`src/rtl/pcpu_pkg.sv`:
```
// pcpu_pkg: shared definitions for the pcpu core.
//   - Opcode encodings (5-bit, instruction bits [15:11])
//   - Field-slice macros for the instruction word
//   - Debug select_y codes and the IDLE/EXEC state encoding
//   - writes_reg(): which opcodes write gr[r1] at the end of WB
// No ports (package).

`ifndef PCPU_FIELD_MACROS
`define PCPU_FIELD_MACROS
`define PCPU_OP(ir)   ir[15:11]
`define PCPU_R1(ir)   ir[10:8]
`define PCPU_R2(ir)   ir[6:4]
`define PCPU_R3(ir)   ir[2:0]
`define PCPU_VAL4(ir) ir[3:0]
`define PCPU_VAL8(ir) ir[7:0]
`endif

package pcpu_pkg;

    localparam logic [4:0] OP_NOP   = 5'b00000;
    localparam logic [4:0] OP_HALT  = 5'b00001;
    localparam logic [4:0] OP_LOAD  = 5'b00010;
    localparam logic [4:0] OP_STORE = 5'b00011;
    localparam logic [4:0] OP_SLL   = 5'b00100;
    localparam logic [4:0] OP_SLA   = 5'b00101;
    localparam logic [4:0] OP_SRL   = 5'b00110;
    localparam logic [4:0] OP_SRA   = 5'b00111;
    localparam logic [4:0] OP_ADD   = 5'b01000;
    localparam logic [4:0] OP_ADDI  = 5'b01001;
    localparam logic [4:0] OP_SUB   = 5'b01010;
    localparam logic [4:0] OP_SUBI  = 5'b01011;
    localparam logic [4:0] OP_CMP   = 5'b01100;
    localparam logic [4:0] OP_AND   = 5'b01101;
    localparam logic [4:0] OP_OR    = 5'b01110;
    localparam logic [4:0] OP_XOR   = 5'b01111;
    localparam logic [4:0] OP_LDIH  = 5'b10000;
    localparam logic [4:0] OP_ADDC  = 5'b10001;
    localparam logic [4:0] OP_SUBC  = 5'b10010;
    localparam logic [4:0] OP_JUMP  = 5'b11000;
    localparam logic [4:0] OP_JMPR  = 5'b11001;
    localparam logic [4:0] OP_BZ    = 5'b11010;
    localparam logic [4:0] OP_BNZ   = 5'b11011;
    localparam logic [4:0] OP_BN    = 5'b11100;
    localparam logic [4:0] OP_BNN   = 5'b11101;
    localparam logic [4:0] OP_BC    = 5'b11110;
    localparam logic [4:0] OP_BNC   = 5'b11111;

    localparam logic [15:0] NOP_IR = 16'h0000;

    localparam logic [3:0] SEL_PC     = 4'd0;
    localparam logic [3:0] SEL_ID_IR  = 4'd1;
    localparam logic [3:0] SEL_REG_A  = 4'd2;
    localparam logic [3:0] SEL_REG_B  = 4'd3;
    localparam logic [3:0] SEL_REG_C  = 4'd4;
    localparam logic [3:0] SEL_REG_C1 = 4'd5;
    localparam logic [3:0] SEL_FLAGS  = 4'd6;
    localparam logic [3:0] SEL_SMDR1  = 4'd7;

    typedef enum logic {
        IDLE = 1'b0,
        EXEC = 1'b1
    } state_t;

    // Register-file writers: loads, shifts, arithmetic/logic except CMP, LDIH.
    function automatic logic writes_reg(input logic [4:0] op);
        case (op)
            OP_LOAD, OP_SLL, OP_SLA, OP_SRL, OP_SRA,
            OP_ADD, OP_ADDI, OP_SUB, OP_SUBI, OP_AND, OP_OR, OP_XOR,
            OP_LDIH, OP_ADDC, OP_SUBC: writes_reg = 1'b1;
            default:                   writes_reg = 1'b0;
        endcase
    endfunction

endpackage

```
`src/rtl/pcpu_alu.sv`:
```
// pcpu_alu: combinational execute unit of the pcpu core.
// Ports:
//   op       in  5   opcode of the instruction in EX
//   a, b     in  16  operands (reg_A, reg_B)
//   cf_in    in  1   current carry flag, consumed by ADDC/SUBC
//   result   out 16  result mod 2^16 (also address/branch target)
//   zf,nf,cf out 1   flags computed from result
//   flags_we out 1   1 when this opcode is allowed to update the flags

module pcpu_alu
    import pcpu_pkg::*;
(
    input  logic [4:0]  op,
    input  logic [15:0] a,
    input  logic [15:0] b,
    input  logic        cf_in,
    output logic [15:0] result,
    output logic        zf,
    output logic        nf,
    output logic        cf,
    output logic        flags_we
);

    // Bit 16 of the wide result is carry-out for adds and borrow for
    // subtracts; logic ops and shifts leave it clear.
    logic [16:0] wide;

    always_comb begin
        wide     = 17'h0;
        flags_we = 1'b0;
        case (op)
            OP_LOAD, OP_STORE, OP_JUMP, OP_JMPR,
            OP_BZ, OP_BNZ, OP_BN, OP_BNN, OP_BC, OP_BNC:
                wide = {1'b0, a} + {1'b0, b};
            OP_SLL, OP_SLA: wide = {1'b0, a << b[3:0]};
            OP_SRL:         wide = {1'b0, a >> b[3:0]};
            OP_SRA:         wide = {1'b0, 16'($signed(a) >>> b[3:0])};
            OP_ADD, OP_ADDI, OP_LDIH: begin
                wide     = {1'b0, a} + {1'b0, b};
                flags_we = 1'b1;
            end
            OP_ADDC: begin
                wide     = {1'b0, a} + {1'b0, b} + {16'h0, cf_in};
                flags_we = 1'b1;
            end
            OP_SUB, OP_SUBI, OP_CMP: begin
                wide     = {1'b0, a} - {1'b0, b};
                flags_we = 1'b1;
            end
            OP_SUBC: begin
                wide     = {1'b0, a} - {1'b0, b} - {16'h0, cf_in};
                flags_we = 1'b1;
            end
            OP_AND: begin
                wide     = {1'b0, a & b};
                flags_we = 1'b1;
            end
            OP_OR: begin
                wide     = {1'b0, a | b};
                flags_we = 1'b1;
            end
            OP_XOR: begin
                wide     = {1'b0, a ^ b};
                flags_we = 1'b1;
            end
            default: wide = 17'h0;
        endcase
    end

    assign result = wide[15:0];
    assign zf     = (wide[15:0] == 16'h0);
    assign nf     = wide[15];
    assign cf     = wide[16];

endmodule

```
`src/rtl/pcpu.sv`:
```
// pcpu: 16-bit 5-stage (IF/ID/EX/MEM/WB) pipelined RISC core, gr0..gr7.
// Optional feature macro: PCPU_FORWARD_EN (operand forwarding from EX/MEM/WB).
// Ports:
//   clock, reset      single clock; asynchronous active-high reset
//   enable            global advance, 0 freezes all state
//   start             IDLE->EXEC request
//   i_datain / i_addr instruction memory data / address (= pc)
//   d_datain / d_addr data memory read data / address (= reg_C)
//   d_dataout, d_we   store data (smdr1) and write enable (STORE in MEM)
//   select_y, show_gr debug selector; y is the debug output

module pcpu
    import pcpu_pkg::*;
(
    input  logic        clock,
    input  logic        reset,
    input  logic        enable,
    input  logic        start,
    input  logic [15:0] i_datain,
    input  logic [15:0] d_datain,
    input  logic [3:0]  select_y,
    input  logic        show_gr,
    output logic [7:0]  i_addr,
    output logic [7:0]  d_addr,
    output logic [15:0] d_dataout,
    output logic        d_we,
    output logic [15:0] y
);

    state_t      state;
    logic [7:0]  pc;
    logic [15:0] id_ir, ex_ir, mem_ir, wb_ir;
    logic [15:0] gr [8];
    logic [15:0] reg_a, reg_b, reg_c, reg_c1, smdr, smdr1;
    logic        zf, nf, cf;

    logic [4:0]  id_op, ex_op, mem_op, wb_op;
    logic [15:0] alu_result, mem_result;
    logic        alu_zf, alu_nf, alu_cf, alu_flags_we;
    logic        branch_taken;
    logic [2:0]  src_idx [3];
    logic [15:0] src_val [3];
    logic [15:0] next_a, next_b, next_smdr;

    assign id_op  = `PCPU_OP(id_ir);
    assign ex_op  = `PCPU_OP(ex_ir);
    assign mem_op = `PCPU_OP(mem_ir);
    assign wb_op  = `PCPU_OP(wb_ir);

    // Later stages only decode op/r1; the rest of each word is carried for
    // uniformity and folded here so it is not reported as dangling.
    logic unused_ir_bits;
    assign unused_ir_bits = ^{ex_ir, mem_ir, wb_ir};

    pcpu_alu u_alu (
        .op       (ex_op),
        .a        (reg_a),
        .b        (reg_b),
        .cf_in    (cf),
        .result   (alu_result),
        .zf       (alu_zf),
        .nf       (alu_nf),
        .cf       (alu_cf),
        .flags_we (alu_flags_we)
    );

    // Value leaving MEM: load data for LOAD, otherwise the ALU result.
    assign mem_result = (mem_op == OP_LOAD) ? d_datain : reg_c;

    assign src_idx[0] = `PCPU_R1(id_ir);
    assign src_idx[1] = `PCPU_R2(id_ir);
    assign src_idx[2] = `PCPU_R3(id_ir);

    // Register reads for ID. With forwarding, the youngest in-flight writer
    // wins (EX over MEM over WB). A LOAD in EX only has its address, so it
    // is not forwarded from EX; software keeps one slot after a load.
    always_comb begin
        for (int i = 0; i < 3; i++) begin
            src_val[i] = gr[src_idx[i]];
`ifdef PCPU_FORWARD_EN
            if (writes_reg(wb_op) && (`PCPU_R1(wb_ir) == src_idx[i]))
                src_val[i] = reg_c1;
            if (writes_reg(mem_op) && (`PCPU_R1(mem_ir) == src_idx[i]))
                src_val[i] = mem_result;
            if (writes_reg(ex_op) && (ex_op != OP_LOAD) && (`PCPU_R1(ex_ir) == src_idx[i]))
                src_val[i] = alu_result;
`endif
        end
    end

    // Operand selection per instruction class.
    always_comb begin
        next_a    = 16'h0;
        next_b    = 16'h0;
        next_smdr = 16'h0;
        case (id_op)
            OP_ADD, OP_SUB, OP_CMP, OP_AND, OP_OR, OP_XOR, OP_ADDC, OP_SUBC: begin
                next_a = src_val[1];
                next_b = src_val[2];
            end
            OP_ADDI, OP_SUBI: begin
                next_a = src_val[0];
                next_b = {8'h00, `PCPU_VAL8(id_ir)};
            end
            OP_LDIH: begin
                next_a = src_val[0];
                next_b = {`PCPU_VAL8(id_ir), 8'h00};
            end
            OP_LOAD, OP_STORE: begin
                next_a    = src_val[1];
                next_b    = {12'h000, `PCPU_VAL4(id_ir)};
                next_smdr = src_val[0];
            end
            OP_SLL, OP_SLA, OP_SRL, OP_SRA: begin
                next_a = src_val[1];
                next_b = {12'h000, `PCPU_VAL4(id_ir)};
            end
            OP_JUMP: next_b = {8'h00, `PCPU_VAL8(id_ir)};
            OP_JMPR, OP_BZ, OP_BNZ, OP_BN, OP_BNN, OP_BC, OP_BNC: begin
                next_a = src_val[0];
                next_b = {8'h00, `PCPU_VAL8(id_ir)};
            end
            default: ;
        endcase
    end

    // Branches resolve in MEM against the flags currently held.
    always_comb begin
        branch_taken = 1'b0;
        case (mem_op)
            OP_JUMP, OP_JMPR: branch_taken = 1'b1;
            OP_BZ:            branch_taken = zf;
            OP_BNZ:           branch_taken = ~zf;
            OP_BN:            branch_taken = nf;
            OP_BNN:           branch_taken = ~nf;
            OP_BC:            branch_taken = cf;
            OP_BNC:           branch_taken = ~cf;
            default:          branch_taken = 1'b0;
        endcase
    end

    // Run-control FSM: leaves IDLE on start and stays in EXEC until reset.
    always_ff @(posedge clock or posedge reset) begin
        if (reset) begin
            state <= IDLE;
        end else if (enable && (state == IDLE) && start) begin
            state <= EXEC;
        end
    end

    // Whole pipeline advances together when enabled. A taken branch replaces
    // the three younger instructions with NOPs and keeps the squashed EX
    // instruction from touching the flags. HALT in ID holds pc and id_ir.
    always_ff @(posedge clock or posedge reset) begin
        if (reset) begin
            pc     <= 8'h00;
            id_ir  <= NOP_IR;
            ex_ir  <= NOP_IR;
            mem_ir <= NOP_IR;
            wb_ir  <= NOP_IR;
            reg_a  <= 16'h0;
            reg_b  <= 16'h0;
            reg_c  <= 16'h0;
            reg_c1 <= 16'h0;
            smdr   <= 16'h0;
            smdr1  <= 16'h0;
            zf     <= 1'b0;
            nf     <= 1'b0;
            cf     <= 1'b0;
            for (int i = 0; i < 8; i++) gr[i] <= 16'h0;
        end else if (enable) begin
            if (branch_taken) begin
                pc    <= reg_c[7:0];
                id_ir <= NOP_IR;
            end else if (state == IDLE) begin
                id_ir <= NOP_IR;
            end else if (id_op != OP_HALT) begin
                id_ir <= i_datain;
                pc    <= pc + 8'd1;
            end

            ex_ir <= branch_taken ? NOP_IR : id_ir;
            reg_a <= next_a;
            reg_b <= next_b;
            smdr  <= next_smdr;

            mem_ir <= branch_taken ? NOP_IR : ex_ir;
            reg_c  <= alu_result;
            smdr1  <= smdr;
            if (alu_flags_we && !branch_taken) begin
                zf <= alu_zf;
                nf <= alu_nf;
                cf <= alu_cf;
            end

            wb_ir  <= mem_ir;
            reg_c1 <= mem_result;

            if (writes_reg(wb_op)) gr[`PCPU_R1(wb_ir)] <= reg_c1;
        end
    end

    assign i_addr    = pc;
    assign d_addr    = reg_c[7:0];
    assign d_dataout = smdr1;
    assign d_we      = (mem_op == OP_STORE);

    // Debug view of internal state.
    always_comb begin
        y = 16'h0;
        if (show_gr) begin
            y = gr[select_y[2:0]];
        end else begin
            case (select_y)
                SEL_PC:     y = {8'h00, pc};
                SEL_ID_IR:  y = id_ir;
                SEL_REG_A:  y = reg_a;
                SEL_REG_B:  y = reg_b;
                SEL_REG_C:  y = reg_c;
                SEL_REG_C1: y = reg_c1;
                SEL_FLAGS:  y = {13'h0, zf, nf, cf};
                SEL_SMDR1:  y = smdr1;
                default:    y = 16'h0;
            endcase
        end
    end

endmodule

```
`config.mk`:
```
export PLATFORM = sky130hd
export DESIGN_NAME = pcpu
export DESIGN_NICKNAME = d
export VERILOG_FILES = /design/src/rtl/pcpu_pkg.sv /design/src/rtl/pcpu_alu.sv /design/src/rtl/pcpu.sv
export SDC_FILE = /design/constraint.sdc
export NUM_CORES = 1
export LEC_CHECK = 0
export CAP_MARGIN = 20
export CORE_MARGIN = 4
export CORE_UTILIZATION = 60
export CTS_BUF_LIST = sky130_fd_sc_hd__clkbuf_8
export DETAILED_ROUTE_END_ITERATION = 16
export GPL_TIMING_DRIVEN = 0
export PLACE_DENSITY = 0.79
export SYNTH_ARGS = -nofsm -noshare
export SYNTH_HDL_FRONTEND = slang
export SYNTH_HIERARCHICAL = 1
export SYNTH_SLANG_ARGS = --single-unit
```
`constraint.sdc`:
```
create_clock -name clock -period 20.8 [get_ports clock]
set_clock_uncertainty 0.2 [all_clocks]
set_input_delay 2.08 -clock clock [delete_from_list [all_inputs] [get_ports clock]]
set_output_delay 2.08 -clock clock [all_outputs]
set_load 0.005 [all_outputs]
```
* Yosys cells after proc, flatten, opt, wreduce, memory -nomap -nowiden
Memories as Yosys holds them, arrays and structs flattened. Cells that the tools add are included.
Cells by class: add/subtract/negate cells 5, multipliers 0, div/mod/pow operators 0, $lt $le $gt $ge 6, equality and inequality tests 69, shift-type cells 3, multiplexer cells 33, bitwise logic cells 12, reduce and logical (&&, ||, !) cells 24
Operators with widths (count):
- $mux 16 | 17
- $bmux 16 s3 | 4
- $pmux 17 s10 | 1
- $eq 5x5->1 const B | 30
- $bwmux 128 | 1
- $pmux 16 s8 | 1
- $eq 5x4->1 const B | 16
- $pmux 16 s4 | 1
- $demux 16 s3 | 1
- $eq 5x3->1 const B | 8
- $pmux 16 s2 | 1
- $eq 5x2->1 const B | 6
- $mux 8 | 3
- $ge 4x4->1 const B | 5
- $not 3->4 | 5
- $reduce_or 10->1 | 2
- $add 16x16->17 | 1
- $add 17x1->17 | 1
- $sub 16x16->17 | 1
- $sub 17x1->17 | 1
- $and 16x16->16 | 1
- $eq 4x3->1 const B | 4
- $logic_not 16->1 | 1
- $or 16x16->16 | 1
- 26 further kinds | 39
Word-level totals: bits in registers 300, latch bits 0, memory bits (writable) 0, ROM bits 32, input port bits 41, output and inout bits 49, logic and storage cells 176, memories 1
Memories:
- (name not given) | words 32, width 1, rd ports 1, clocked after Yosys merged registers in 0, write ports 0, line pcpu_pkg.sv:66 | case (op)

* Longest topological paths before layout
depth in word-level cells 6, gate-level depth with buffers 17, depth with buffers taken out 16

* Cells and area by module
The synthesis kept the hierarchy.
Modules (own cells, without submodules):
- pcpu | instances 1, cells an instance 1245, area an instance 16040.4 um^2, seq. area each 6906.6 um^2
- pcpu_alu | instances 1, cells an instance 771, area an instance 5579.1 um^2, seq. area each 0.0 um^2

* Worst setup path before layout
Ideal clock, no wire load.
kind in2out, start point in select_y[1], end point out y[3], data arrival time 3643 ps, setup slack 14877 ps, stages 6, path buffers 3, path through clkbuf_1 clkbuf_1 clkbuf_1 mux4_2 mux2i_1 a21oi_1
Between the ends: cells in the longest elaborated chain, start to end 5
Ends and longest elaborated chain:
- from (decl) | line pcpu.sv:21 | input logic [3:0] select_y,
- $not 3->4 (implied by the code) | line pcpu.sv:212 | y = gr[select_y[2:0]];
- $bmux 16 s3 | line pcpu.sv:212
- $mux 16 (implied by the code) (2 in series) | line pcpu.sv:212
- $mux 16 (*) | line pcpu.sv:211 | if (show_gr) begin
- to (decl) | line pcpu.sv:27 | output logic [15:0] y
Mark *: on every way between the ends. The rest lies on a longest branch, timed or not. The select of a mux whose other input is x is not followed.

* Worst setup path after layout
start point in select_y[0], end point out y[7]
Same word-level chain as after synthesis.

==> results.json <==
{
  "io_buffers": 88,
  "cts.sinks": 276,
  "antenna_found_initial": 1,
  "cts-root-buf": "clkbuf_8",
  "cts.repair.resized": 0,
  "ys_dominant_reg_cell": "dfrtp_1",
  "stdcell_count": 2660,
  "die_h_um": 198,
  "cp_slowest_cell": "clkbuf_1",
  "p_int_mw": 1.88,
  "yosysSeqAreaShare_pct": 31.9,
  "n_antenna_cell": 0,
  "drc": 0,
  "final_common_cell": "dfrtp_1",
  "cts.reportedPaths.clkPinSlew_ps": 60,
  "cts_buffers": 46,
  "fmax_mhz": 118,
  "syn_area_um2": 21600,
  "hold_viol": 0,
  "leakage_nw": 10.0,
  "hp-class": "reg -> reg",
  "syn-num-nets": 2118,
  "dpl.hpwl_um": 62700,
  "ir_worst_vdd_uv": 110,
  "core-area_um2": 35600,
  "die-area_um2": 39100,
  "p_comb_share_pct": 55.8,
  "nNetsFinal": 2264,
  "syn_to_final_growth_pct": 11.9,
  "finalWorstSetupSlack_ps": 12350,
  "p_switching_mw": 1.58,
  "drive_gt1_share_pct": 24.8,
  "worst_pin_slew_ps": 1190,
  "avgViaCountPerCell": 7.34,
  "cts_setup_buffers": 0,
  "worst_setup_path_end_kind": "output pin",
  "p_sw_share_pct": 45.6,
  "drtIter0Drc": 2603,
  "path_cells": "clkdlybuf4s50_1, buf_2, buf_2, buf_1, clkbuf_1, a21oi_1, o21ai_0, clkdlybuf4s50_1",
  "critPathRequiredTime_ps": 18520,
  "fin_crit_sh_pct": 40.6,
  "first_pass_iters": 6,
  "max_stage_delay_ps": 750,
  "gp_congestion": 1.04,
  "fp.dieW_um": 198,
  "final_period_minus_worst_setup_slack_ps": 8450,
  "critPathKind": "in -> out",
  "tns_ps": 0,
  "initial_utilization_pct": 60.8,
  "ios": 90,
  "p_seq_share_pct": 29.7,
  "yosysUniqueCellTypes": 102,
  "fin_util_pct": 68.0,
  "synth_seq_cells": 276,
  "power_mw": 3.46,
  "globalRouteOverflowTotal": 0,
  "worstPathArrival_ps": 6170,
  "wirelength_um": 83700,
  "cts_hold_buf": 0,
  "setup_viol": 0,
  "netlist_instances": 2016,
  "ant_nets": 0,
  "maxSlewViolCount": 0,
  "slew_headroom_pct": 20.9,
  "power_frac_clock_pct": 14.6,
  "startpoint_type": "primary input",
  "dp_slack_ps": 12530,
  "clk_path_buf_depth": 3,
  "vias": 19500,
  "async_reset_ff_share_pct": 100,
  "rows": 69,
  "cts_tree": "done",
  "track_usage_pct": 42.3,
  "maxCapViolCount": 0,
  "crit_fanout": 10,
  "layout_common_cells": "276 x dfrtp_1, 221 x mux2_2, 135 x mux4_2, 123 x nor2_1, 108 x mux2i_1",
  "grt_pass1_wl_um": 124000,
  "htreeDepth": 2,
  "grt_pass1_vias": 19400,
  "synth_edf_count": 0,
  "outcome": "finished clean",
  "syn_avg_cell_area_um2": 10.7,
  "powerDensity_nw_per_um2": 143,
  "wl_per_cell_um": 31.4,
  "clk_latency_ps": 600,
  "rsz0062_at_grt": "false",
  "place_inst": 2571,
  "grt_max_degree": 125,
  "ys_warn_count": 6,
  "fillers": 2729
}
registers in the layout, indices dropped and copies added, names as in the netlist, 8 cells and up:
signal	flops
d_dataout	16
ex_ir	8
reg_c1	16
i_addr	8
reg_b	16
wb_ir	8
reg_a	16
mem_ir	8
id_ir	16
reg_c	16
smdr	16
gr	128
worst max-delay path, delay by kind of cell:
kind	cells	cell delay, ps
buffers and inverters	6	3460
AO/OA/AOI/OAI	2	620
metrics by stage:
stage,hold slack [ps],area [µm²]
floorplan,249,21600
global placement,268,23100
detailed placement,274,23200
CTS,290,24100
global route,308,24200
finish,287,24200
area by class of cell:
type	count	area [µm²]	area share [%]
clock inverter	24	124	0.512
tap	461	577	2.38
multi-input combinational	1487	13700	56.5
timing repair buffer	98	1010	4.19
buffer	181	781	3.23
sequential	276	6910	28.6
inverter	72	278	1.15
clock buffer	61	840	3.47
routing by layer:
| layer | wire length [µm] | GRT usage (%) | vias to the layer above | share of wire (%) |
|---|---|---|---|---|
| met5 | 0 | 0 | - | 0 |
| met4 | 6850 | 26.9 | 0 | 8.2 |
| met3 | 8460 | 9.26 | 425 | 10 |
| met2 | 39100 | 68.3 | 1441 | 47 |
| met1 | 29300 | 51.7 | 9618 | 35 |
| li1 | - | - | 8037 | - |
power groups by stage:
stage | clock, mW | sequential [mW] | combinational (mW)
2_1_floorplan | 0 | 0.885 | 1.39
3_3_place_gp | 0 | 0.987 | 1.82
3_5_place_dp | 0 | 1.01 | 1.87
4_1_cts | 0.504 | 1.00 | 1.88
5_1_grt | 0.531 | 1.04 | 2.05
6_report | 0.504 | 1.03 | 1.93
cells in the mapped netlist, types with 29 or more instances:
cell type	instances	area share (%)
ha_1	59	3.4
xnor2_1	34	1.4
buf_1	29	0.50
a22o_1	41	1.7
inv_1	67	1.2
dfrtp_1	276	32
mux2i_1	108	5.0
nor2_1	123	2.1
a21oi_1	91	2.1
nor2b_1	41	1.2
nor3_1	41	0.95
o21ai_0	61	1.4
clkbuf_1	105	1.8
buf_2	33	0.76
nand2_1	85	1.5
mux4_2	135	14
mux2_2	221	12
final timing paths:
check	from	end	slack, ps	cells after the start
max in group asynchronous	reset	wb_ir[12]$_DFFE_PP0P_	17670	3
hold / removal	mem_ir[9]$_DFFE_PP0P_	mem_ir[9]$_DFFE_PP0P_	290	1
setup / recovery	select_y[0]	y[7]	12350	8
min in group asynchronous	reset	gr[77]$_DFFE_PP0P_	1730	2
setup reg to reg	reg_b[0]$_DFFE_PP0P_	zf$_DFFE_PP0P_	15090	16
hold reg to reg	mem_ir[9]$_DFFE_PP0P_	mem_ir[9]$_DFFE_PP0P_	290	1
logic make-up (layout without fill, tap and decap cells):
kind of cell	Yosys count	after routing	synth area share, %
AOI/OAI and AO/OA	461	461	15.8
muxes	464	464	30.6
adders and majority gates	61	61	3.60
DFF	276	276	31.9
xor gates and xnor gates	43	43	1.81
and+or+nand+nor	458	458	11.4
buffers and inverters	253	436	4.86
Power figures use the tool's default switching activity.
